--- src/rtl/uart_frame_buffer_pkg.sv ---
// Shared types and default sizing for the UART frame buffer.
// The optional checksum word is enabled by defining FRAME_CHECKSUM_EN.
package uart_frame_pkg;

   typedef enum logic [1:0] {
      IDLE      = 2'd0,
      LOAD      = 2'd1,
      WAIT_BUSY = 2'd2,
      WAIT_DONE = 2'd3
   } state_t;

   localparam int unsigned DEPTH_DEF  = 4;
   localparam int unsigned DATA_W_DEF = 8;

endpackage

--- src/rtl/uart_frame_buffer_if.sv ---
// Receiver / transmitter / control bundle of the UART frame buffer.
// The slave modport is the buffer's view; the master modport is the surrounding logic's view.
interface uart_frame_buffer_if
   import uart_frame_pkg::*;
#(
   parameter int unsigned DEPTH  = DEPTH_DEF,
   parameter int unsigned DATA_W = DATA_W_DEF
) ();

   localparam int unsigned CW = $clog2(DEPTH + 1);

   logic [DATA_W-1:0] rx_data;
   logic              rx_ready;
   logic              clear;
   logic              dump;
   logic              tx_busy;
   logic              tx_start;
   logic [DATA_W-1:0] tx_data;
   logic [CW-1:0]     count;
   logic              full;
   logic              dumping;
   logic              overflow;

   modport master (
      output rx_data, rx_ready, clear, dump, tx_busy,
      input  tx_start, tx_data, count, full, dumping, overflow
   );

   modport slave (
      input  rx_data, rx_ready, clear, dump, tx_busy,
      output tx_start, tx_data, count, full, dumping, overflow
   );

endinterface

--- src/rtl/uart_frame_buffer_frame_store.sv ---
// DEPTH x DATA_W word store: one synchronous write port, one combinational read port.
// Contents are never reset; the controller only reads indices it has written.
module frame_store #(
   parameter int unsigned DEPTH  = 4,
   parameter int unsigned DATA_W = 8,
   parameter int unsigned AW     = 2
) (
   input  logic              clk,
   input  logic              we_i,
   input  logic [AW-1:0]     waddr_i,
   input  logic [DATA_W-1:0] wdata_i,
   input  logic [AW-1:0]     raddr_i,
   output logic [DATA_W-1:0] rdata_o
);

   logic [DATA_W-1:0] mem_q [DEPTH];

   always_ff @(posedge clk) begin
      if (we_i) begin
         mem_q[waddr_i] <= wdata_i;
      end
   end

   assign rdata_o = mem_q[raddr_i];

endmodule

--- src/rtl/uart_frame_buffer.sv ---
// Collects received UART words into a frame and replays it to the transmitter on dump.
// Define FRAME_CHECKSUM_EN to append an XOR checksum word after the data words.
module uart_frame_buffer
   import uart_frame_pkg::*;
#(
   parameter int unsigned DEPTH  = DEPTH_DEF,
   parameter int unsigned DATA_W = DATA_W_DEF
) (
   input  logic         clk,
   input  logic         rst_n,
   uart_frame_buffer_if.slave bus
);

   localparam int unsigned CW      = $clog2(DEPTH + 1);
   localparam int unsigned AW      = (DEPTH > 1) ? $clog2(DEPTH) : 1;
   localparam logic [CW-1:0] DEPTH_C = CW'(DEPTH);

   state_t            state_q;
   logic [CW-1:0]     count_q;
   logic [CW-1:0]     idx_q;
   logic              tx_start_q;
   logic [DATA_W-1:0] tx_data_q;
   logic              overflow_q;
   logic              full_q;

   logic              wr_en;
   logic              drop;
   logic [CW-1:0]     count_d;
   logic [CW-1:0]     idx_d;
   logic              frame_done;
   logic              word_end;
   logic [DATA_W-1:0] rd_data;
   logic [DATA_W-1:0] tx_word;

`ifdef FRAME_CHECKSUM_EN
   logic [DATA_W-1:0] csum_q;
`endif

   frame_store #(
      .DEPTH  (DEPTH),
      .DATA_W (DATA_W),
      .AW     (AW)
   ) u_store (
      .clk     (clk),
      .we_i    (wr_en),
      .waddr_i (count_q[AW-1:0]),
      .wdata_i (bus.rx_data),
      .raddr_i (idx_q[AW-1:0]),
      .rdata_o (rd_data)
   );

   always_comb begin
      wr_en    = (state_q == IDLE) && bus.rx_ready && !bus.clear && (count_q != DEPTH_C);
      drop     = bus.rx_ready && !bus.clear && !wr_en;
      count_d  = wr_en ? count_q + CW'(1) : count_q;
      idx_d    = idx_q + CW'(1);
      word_end = (state_q == WAIT_DONE) && !bus.tx_busy;
`ifdef FRAME_CHECKSUM_EN
      // idx == count marks the checksum word, sent after the last data word.
      frame_done = (idx_q == count_q);
      tx_word    = frame_done ? csum_q : rd_data;
`else
      frame_done = (idx_d == count_q);
      tx_word    = rd_data;
`endif
   end

   always_ff @(posedge clk or negedge rst_n) begin
      if (!rst_n) begin
         state_q    <= IDLE;
         count_q    <= '0;
         idx_q      <= '0;
         tx_start_q <= 1'b0;
         tx_data_q  <= '0;
         overflow_q <= 1'b0;
         full_q     <= 1'b0;
      end else begin
         tx_start_q <= 1'b0;
         if (bus.clear) begin
            state_q    <= IDLE;
            count_q    <= '0;
            idx_q      <= '0;
            overflow_q <= 1'b0;
            full_q     <= 1'b0;
         end else begin
            if (drop) begin
               overflow_q <= 1'b1;
            end
            unique case (state_q)
               IDLE: begin
                  count_q <= count_d;
                  full_q  <= (count_d == DEPTH_C);
                  // A same-cycle write is already counted, so it joins the dump.
                  if (bus.dump && (count_d != '0)) begin
                     idx_q   <= '0;
                     state_q <= LOAD;
                  end
               end
               LOAD: begin
                  if (!bus.tx_busy) begin
                     tx_data_q  <= tx_word;
                     tx_start_q <= 1'b1;
                     state_q    <= WAIT_BUSY;
                  end
               end
               WAIT_BUSY: begin
                  if (bus.tx_busy) begin
                     state_q <= WAIT_DONE;
                  end
               end
               WAIT_DONE: begin
                  if (!bus.tx_busy) begin
                     if (frame_done) begin
                        state_q <= IDLE;
                        count_q <= '0;
                        idx_q   <= '0;
                        full_q  <= 1'b0;
                     end else begin
                        idx_q   <= idx_d;
                        state_q <= LOAD;
                     end
                  end
               end
               default: state_q <= IDLE;
            endcase
         end
      end
   end

`ifdef FRAME_CHECKSUM_EN
   always_ff @(posedge clk or negedge rst_n) begin
      if (!rst_n) begin
         csum_q <= '0;
      end else if (bus.clear || (word_end && frame_done)) begin
         csum_q <= '0;
      end else if (wr_en) begin
         csum_q <= csum_q ^ bus.rx_data;
      end
   end
`endif

   assign bus.tx_start = tx_start_q;
   assign bus.tx_data  = tx_data_q;
   assign bus.count    = count_q;
   assign bus.full     = full_q;
   assign bus.dumping  = (state_q != IDLE);
   assign bus.overflow = overflow_q;

endmodule

--- src/flat_wrapper.sv ---
// flat-port wrapper written by rule: the top's interface ports become plain ports
module uart_frame_buffer_flat import uart_frame_pkg::*;
#(
   parameter int unsigned DEPTH  = DEPTH_DEF,
   parameter int unsigned DATA_W = DATA_W_DEF
)
  (clk, rst_n, bus_rx_data, bus_rx_ready, bus_clear, bus_dump, bus_tx_busy, bus_tx_start, bus_tx_data, bus_count, bus_full, bus_dumping, bus_overflow);
  uart_frame_buffer_if #(.DEPTH(DEPTH), .DATA_W(DATA_W)) bus_i ();
  input  logic clk;
  input  logic rst_n;
  input wire logic [$bits(bus_i.rx_data)-1:0] bus_rx_data;
  input wire logic [$bits(bus_i.rx_ready)-1:0] bus_rx_ready;
  input wire logic [$bits(bus_i.clear)-1:0] bus_clear;
  input wire logic [$bits(bus_i.dump)-1:0] bus_dump;
  input wire logic [$bits(bus_i.tx_busy)-1:0] bus_tx_busy;
  output wire logic [$bits(bus_i.tx_start)-1:0] bus_tx_start;
  output wire logic [$bits(bus_i.tx_data)-1:0] bus_tx_data;
  output wire logic [$bits(bus_i.count)-1:0] bus_count;
  output wire logic [$bits(bus_i.full)-1:0] bus_full;
  output wire logic [$bits(bus_i.dumping)-1:0] bus_dumping;
  output wire logic [$bits(bus_i.overflow)-1:0] bus_overflow;
  assign bus_i.rx_data = bus_rx_data;
  assign bus_i.rx_ready = bus_rx_ready;
  assign bus_i.clear = bus_clear;
  assign bus_i.dump = bus_dump;
  assign bus_i.tx_busy = bus_tx_busy;
  assign bus_tx_start = bus_i.tx_start;
  assign bus_tx_data = bus_i.tx_data;
  assign bus_count = bus_i.count;
  assign bus_full = bus_i.full;
  assign bus_dumping = bus_i.dumping;
  assign bus_overflow = bus_i.overflow;
  uart_frame_buffer #(.DEPTH(DEPTH), .DATA_W(DATA_W)) u_core (.clk(clk), .rst_n(rst_n), .bus(bus_i));
endmodule
--- config.mk ---
export PLATFORM = sky130hd
export DESIGN_NAME = uart_frame_buffer_flat
export DESIGN_NICKNAME = d
export VERILOG_FILES = /design/src/rtl/uart_frame_buffer_pkg.sv /design/src/rtl/uart_frame_buffer_if.sv /design/src/rtl/uart_frame_buffer_frame_store.sv /design/src/rtl/uart_frame_buffer.sv /design/src/flat_wrapper.sv
export SDC_FILE = /design/constraint.sdc
export NUM_CORES = 1
export LEC_CHECK = 0
export CAP_MARGIN = 20
export CORE_AREA = 2 2 76 63
export DETAILED_ROUTE_END_ITERATION = 8
export DIE_AREA = 0 0 78 65
export DONT_BUFFER_PORTS = 1
export PLACE_DENSITY = 0.65
export SETUP_SLACK_MARGIN = 0.2
export SLEW_MARGIN = 30
export SYNTH_ARGS = -nofsm -noshare
export SYNTH_HDL_FRONTEND = slang
export SYNTH_SLANG_ARGS = --single-unit
export TNS_END_PERCENT = 20
--- constraint.sdc ---
create_clock -name clk -period 2.4 [get_ports clk]
set_input_delay 0.36 -clock clk [delete_from_list [all_inputs] [get_ports clk]]
set_output_delay 0.36 -clock clk [all_outputs]
set_load 0.03 [all_outputs]
* Word level (Yosys, flattened, before mapping)
Memories as Yosys holds them, arrays and structs flattened. A register that Yosys moved wholly into a read port is not among the register bits.
Index checks and enable logic that the tools add are counted.
** Storage, ports and cells
- Bits in registers :: 11
- RAM bits :: 32
- Input bits :: 14
- Memories kept :: 1
** Operators by class
- Add/sub/neg operators :: 2
- Equal/unequal tests :: 11
- Multiplexer cells :: 28
- Bitwise logic cells :: 2
- Reductions and logical operators :: 18
** Memories
- u_core.u_store.mem_q :: depth 4, width 8, rd ports 1, clocked after memory_dff 1, wr ports 1, line uart_frame_buffer_frame_store.sv:16 : logic [DATA_W-1:0] mem_q [DEPTH];
** Operator list (count)
- 3-bit two-way mux :: 8
- 3-bit inequality test (second input constant) :: 5
- 3-bit one-hot mux with 2 select lines :: 2
- 1-bit two-way mux :: 11
- 2-bit two-way mux :: 5
- 3-bit AND reduction :: 3
- 2-bit one-hot mux with 4 select lines :: 1
- 3-bit by 1-bit adder with 3-bit output (second input constant) :: 2
- 1-bit logical AND :: 6
- 3-bit nonzero test :: 2
- 2-bit == test (second input constant) :: 2
- 4-bit AND reduction :: 1
- 2-bit nonzero test :: 2
- 3-bit == test :: 1
- 3-bit == test (second input constant) :: 1
- 1-bit logical NOT :: 3
- 3-bit by 2-bit inequality test with 1-bit output (second input constant) :: 1
- 2-bit by 1-bit == test with 1-bit output (second input constant) :: 1
- 2-bit logical NOT :: 1
- 1-bit NOT :: 2
- 1-bit one-hot mux with 2 select lines :: 1

* Depth between registers and ports, before layout
- Depth in word-level cells :: 10
- Depth in mapped cells :: 7
- Gate-level depth less buffers :: 7

* Cells and area by module
A second synthesis with hierarchy kept.
** Unflattened totals
- Cell total of the unflattened synthesis :: 145
- Area total of the unflattened synthesis :: 2245.9 um^2
** Modules (own cells, without submodules)
- frame_store :: times used 1, cells an instance 46, area an instance 1188.6 um^2, seq. area each 960.9 um^2
- uart_frame_buffer :: times used 1, cells an instance 99, area an instance 1057.3 um^2, seq. area each 475.5 um^2

* Least setup slack after synthesis
OpenSTA, ideal clock, no wires.
- Kind :: flip-flop to flip-flop
- From :: register u_core.count_q[0] (netlist: u_core.bus.count[0])
- To :: register u_core.idx_q[0]
- Library setup time :: 125 ps
- Arrival :: 2021 ps
- Required time :: 2275 ps
- Slack :: 254 ps
- Stages on the path, launching flop included :: 8
- Path buffers :: 0
- Clock period less this slack :: 2146 ps
- Path through :: dfrtp_1 -> inv_1 -> ha_1 -> or2b_1 -> mux2_4 -> o211ai_2 -> nand2_2 -> mux2_4
** Between the ends
- Longest elaborated chain between the ends :: 7
- Elaborated cells between the ends (all ways) :: 13
- Those cells by class :: 1 x add/sub; 3 x eq/ne; 5 x mux; 4 x reduce/logical
** RTL lines
- start, declared :: line uart_frame_buffer.sv:19 : logic [CW-1:0] count_q;
- start signal, assigned :: line uart_frame_buffer.sv:91 : count_q <= count_d;
- branches (longest 7 deep; another with 3-bit by 1-bit adder with 3-bit output)
- end signal, assigned :: line uart_frame_buffer.sv:119 : idx_q <= idx_d;
- end, declared :: line uart_frame_buffer.sv:20 : logic [CW-1:0] idx_q;
Parallel ways; which one is timed is not known. The select of a mux whose other input is x is not followed.
A chain may end at the register's enable or synchronous reset.

* Final worst setup path
- From :: register u_core.state_q[0]
- To :: register u_core.idx_q[0]
** Between the ends
- Longest elaborated chain between the ends :: 9
- Elaborated cells between the ends (all ways) :: 14
- Those cells by class :: 3 x eq/ne; 3 x mux; 8 x reduce/logical
** RTL lines
- start, declared :: line uart_frame_buffer.sv:18 : state_t state_q;
- start signal, assigned :: line uart_frame_buffer.sv:70 : state_q <= IDLE;
- start signal, assigned :: line uart_frame_buffer.sv:80 : state_q <= IDLE;
- start signal, assigned :: line uart_frame_buffer.sv:96 : state_q <= LOAD;
- 2-bit logical NOT :: line uart_frame_buffer.sv:53, uart_frame_buffer.sv:89
- 1-bit logical AND (3 in a row) :: line uart_frame_buffer.sv:53 : wr_en = (state_q == IDLE) && bus.rx_ready && !bus.clear && (count_q != DEPTH_C);
- 3-bit two-way mux :: line uart_frame_buffer.sv:55 : count_d = wr_en ? count_q + CW'(1) : count_q;
- 3-bit nonzero test :: line uart_frame_buffer.sv:94 : if (bus.dump && (count_d != '0)) begin
- 1-bit logical AND :: line uart_frame_buffer.sv:94
- 3-bit inequality test (no line)
- 3-bit AND reduction (no line)
Several ways; a longest one is shown, not always the timed one.

==> out/summary.txt <==
==================================================================================
Number of flops mapped to enable cells by yosys                                 32
Layout filler cell count                                                       368
Worst path top cell family by delay                                   multiplexers
Congestion Overflow GR                                                           0
Endpoint type of the worst setup path                                    flip-flop
Final Instance Area                                                    0.00249 mm2
Synthesized net count                                                          169
DRC errors left                                                                  0
First-pass GRT wire length                                                 6420 um
Number of levels in the clock H-tree                                             2
Max Transition Viols Final                                                       0
Hold_ws                                                                   -5.62 ps
Leakage power                                                             0.948 nW
Synth cell types                                                                36
CTS buffer count                                                                 5
Transition at the pin with the smallest max-transition slack                477 ps
Biggest area consumer among synthesized cells                         sky130_fd_sc_hd__edfxtp_1
ANT nets after route                                                             0
Synth Warn #                                                                     0
Antenna diode count                                                              0
Total Routing Usage GR                                                       17.4%
Clock tree root driver cell                                           sky130_fd_sc_hd__clkbuf_8
Synth top cells by count                                              sky130_fd_sc_hd__edfxtp_1, sky130_fd_sc_hd__dfrtp_1, sky130_fd_sc_hd__ha_1
Post-detailed-placement half-perimeter wirelength                          2840 um
Clock network latency to the later pin of the worst-skew pair               310 ps
Clock-pin transition on the worst setup and hold timing paths               100 ps
Routed wire length                                                         3920 um
CP cell instances                                                     inv_1 > ha_1 > nand4b_1 > mux2_4 > o211ai_2 > nand2_2 > mux2_4
Endpoints failing hold                                                          11
Via count                                                                     1204
Largest cells by area after synthesis                                 sky130_fd_sc_hd__edfxtp_1, sky130_fd_sc_hd__dfrtp_1, sky130_fd_sc_hd__mux4_2
Maximum fanout encountered on the critical timing path                           7
Post-synthesis instance area                                           0.00228 mm2
Number of clock sinks seen by CTS                                               51
Register cell area after layout                                        0.00144 mm2
Violated checks                                                       negative hold slack
Port bufs                                                                        0
Final setup violation count                                                      0
Sequential cell area fraction in the yosys report                            62.9%
First drt pass iteration count                                                   6
Area used by multi-input combinational logic                               808 um2
RSZ-0062 raised after global routing                                          true
Maximum root-to-sink buffer count                                                2
Critical path class                                                        reg2reg
Slowest library cell on the worst path                                sky130_fd_sc_hd__dfrtp_1
Clock period minus worst slack                                             2110 ps
Initial antenna violation count                                                  0
Power density over the cells                                            793 mW/mm2
Placed Instances                                                               208
Buffering stage count on the worst path with inverters included                  1
Total negative slack for setup checks                                         0 ps
Avg Synthesized Cell Area                                                 15.6 um2
Relative slew slack                                                          67.9%
Nets                                                                           179
Arr. time, crit path                                                       2310 ps
Post-synthesis to final-layout area growth                                   8.93%
Die W                                                                        78 um
Required time of the worst setup path                                      2600 ps
HP Class                                                                  in2async
Routed WL per cell                                                         18.1 um
Share of the cycle needed by the critical path after routing                 87.9%
Placeable Area                                                         0.00440 mm2
Via count of the first global-routing pass                                    1265
Share of the core filled with cells in the final layout                      56.5%
Share of final-layout standard cells stronger than drive strength 1          26.1%
Placed cell areas                                                      0.00239 mm2
Most frequent cell after synthesis                                    sky130_fd_sc_hd__edfxtp_1
Die outline area                                                       0.00507 mm2
Synth top area share                                                         42.1%
Share of synthesized registers carrying an async set or reset                37.3%
Upper clock frequency limit                                              0.474 GHz
Number of synthesized register bits                                             51
Detailed-route vias per instance                                              5.55
Final cell count without fillers                                               217
Maximum clock skew at final layout                                         6.98 ps
CP max stage delay                                                          420 ps
Initial Util                                                                 51.8%
Primary flip-flop cell chosen by synthesis mapping                    sky130_fd_sc_hd__edfxtp_1
I/O Pins                                                                        29
Highest ir drop seen on vdd                                             0.000464 V
Clock tree from TritonCTS                                                    built
Max Cap Violations                                                               0
GPL Wtd Cong                                                                 0.868
Total chip power                                                           1.97 mW
Cell seen most often among critical-path stages                       sky130_fd_sc_hd__mux2_4
Crit path launch type                                                    flip-flop
Die span in y                                                                65 um
Post-CTS setup buffer count                                                      0
Initial drt markers                                                             57
Largest net degree at the start of global routing                               20
Syn Inst Count                                                                 146
Run status                                                            finished with violations
Placement Rows                                                                  22
==================================================================================
## worst reg2reg max path: cells and delay by family (launching register included)
family                     cells  cell delay (ps)
AOI/OAI and AO/OA              1              230
buffers and inverters          1              140
and+or+nand+nor                2              260
DFF                            1              420
adders and majority gates      1              300
muxes                          2              650
## stage by stage
stage | setup WS [ps] | hold WS (ps)
after floorplan | 254 | 64.4
after global placement | 357 | 64.9
after detailed placement | 294 | 64.9
after CTS | 270 | 95.1
after global routing | 93.0 | 23.2
final | 290 | -5.62
## sequential cells by signal, summed over array words and instances, names as in the netlist
signal and flops:
u_core.state_q 2, u_core.bus.tx_data 8, u_core.u_store.mem_q 32, u_core.bus.count 3, u_core.bus.tx_start 1, u_core.bus.overflow 1
u_core.bus.full 1, u_core.idx_q 3
## per-layer routing
metal  part of all wire [%]  global-route usage (%)
met1                     47                    23.6
met2                     46                    26.3
met3                    4.9                    5.29
met4                    1.6                    7.24
met5                      0                       0
## logic make-up after synthesis
kind of cell | after synthesis | share of synthesized area, %
adder cells (fa/ha/maj) | 9 | 4.93
buffers and inverters | 11 | 1.86
AO/OA/AOI/OAI | 19 | 6.19
multiplexers | 22 | 14.9
flip-flops | 51 | 62.9
XOR/XNOR | 3 | 1.81
AND/OR/NAND/NOR | 31 | 7.40
## report_power, final
| part | leakage, nW | internal, mW | total, mW | switching [mW] |
|---|---|---|---|---|
| combinational | 0.359 | 0.112 | 0.237 | 0.126 |
| clock | 0.0489 | 0.211 | 0.505 | 0.294 |
| sequential | 0.540 | 1.03 | 1.23 | 0.201 |
| total | 0.948 | 1.35 | 1.97 | 0.621 |
## worst paths after layout
path	slack (ps)	end	startpoint	cells after the start
min	-6	u_core.idx_q[1]$_DFFE_PN0P_	rst_n	1
max in group asynchronous	2080	u_core.bus.tx_data[5]$_DFFE_PN0P_	rst_n	1
max	290	u_core.idx_q[0]$_DFFE_PN0P_	u_core.state_q[0]$_DFFE_PN0P_	7
min reg2reg	620	u_core.state_q[1]$_DFFE_PN0P_	u_core.state_q[1]$_DFFE_PN0P_	2
min in group clk	100	u_core.state_q[0]$_DFFE_PN0P_	bus_clear	1
max reg2reg	290	u_core.idx_q[0]$_DFFE_PN0P_	u_core.state_q[0]$_DFFE_PN0P_	7
## final cells by class
| class | instances | area share, % |
|---|---|---|
| sequential | 51 | 57.7 |
| multi-input combinational | 84 | 32.5 |
| tap | 60 | 3.02 |
| clock buffer | 5 | 2.77 |
| timing repair buffer | 7 | 2.01 |
| inverter | 7 | 1.06 |
| clock inverter | 3 | 0.905 |
## layout by cell type, fill, tap and decap left out, types with 2 or more instances in the layout
cell and instances:
sky130_fd_sc_hd__dfrtp_1 19, sky130_fd_sc_hd__a21oi_1 8, sky130_fd_sc_hd__buf_4 6, sky130_fd_sc_hd__mux2_4 2, sky130_fd_sc_hd__nor3_1 3, sky130_fd_sc_hd__mux2_2 8
sky130_fd_sc_hd__nor2b_1 2, sky130_fd_sc_hd__o21ai_0 4, sky130_fd_sc_hd__inv_1 7, sky130_fd_sc_hd__ha_1 9, sky130_fd_sc_hd__edfxtp_1 32, sky130_fd_sc_hd__and2_2 3
sky130_fd_sc_hd__clkbuf_8 5, sky130_fd_sc_hd__nand2b_1 2, sky130_fd_sc_hd__nand3_1 2, sky130_fd_sc_hd__mux2i_1 4, sky130_fd_sc_hd__nor2_1 5, sky130_fd_sc_hd__inv_6 2
sky130_fd_sc_hd__nand2_1 6, sky130_fd_sc_hd__mux4_2 8, sky130_fd_sc_hd__a21o_1 2
## repair_timing
| item | 4_1_cts | 5_1_grt |
|---|---|---|
| setup endpoints to repair | 0 | 36 |
| endpoints found under the hold margin | 19 | 0 |
| hold buffers | 1 | 0 |
| gates resized for setup | 0 | 3 |
Power figures use the tool's default switching activity.
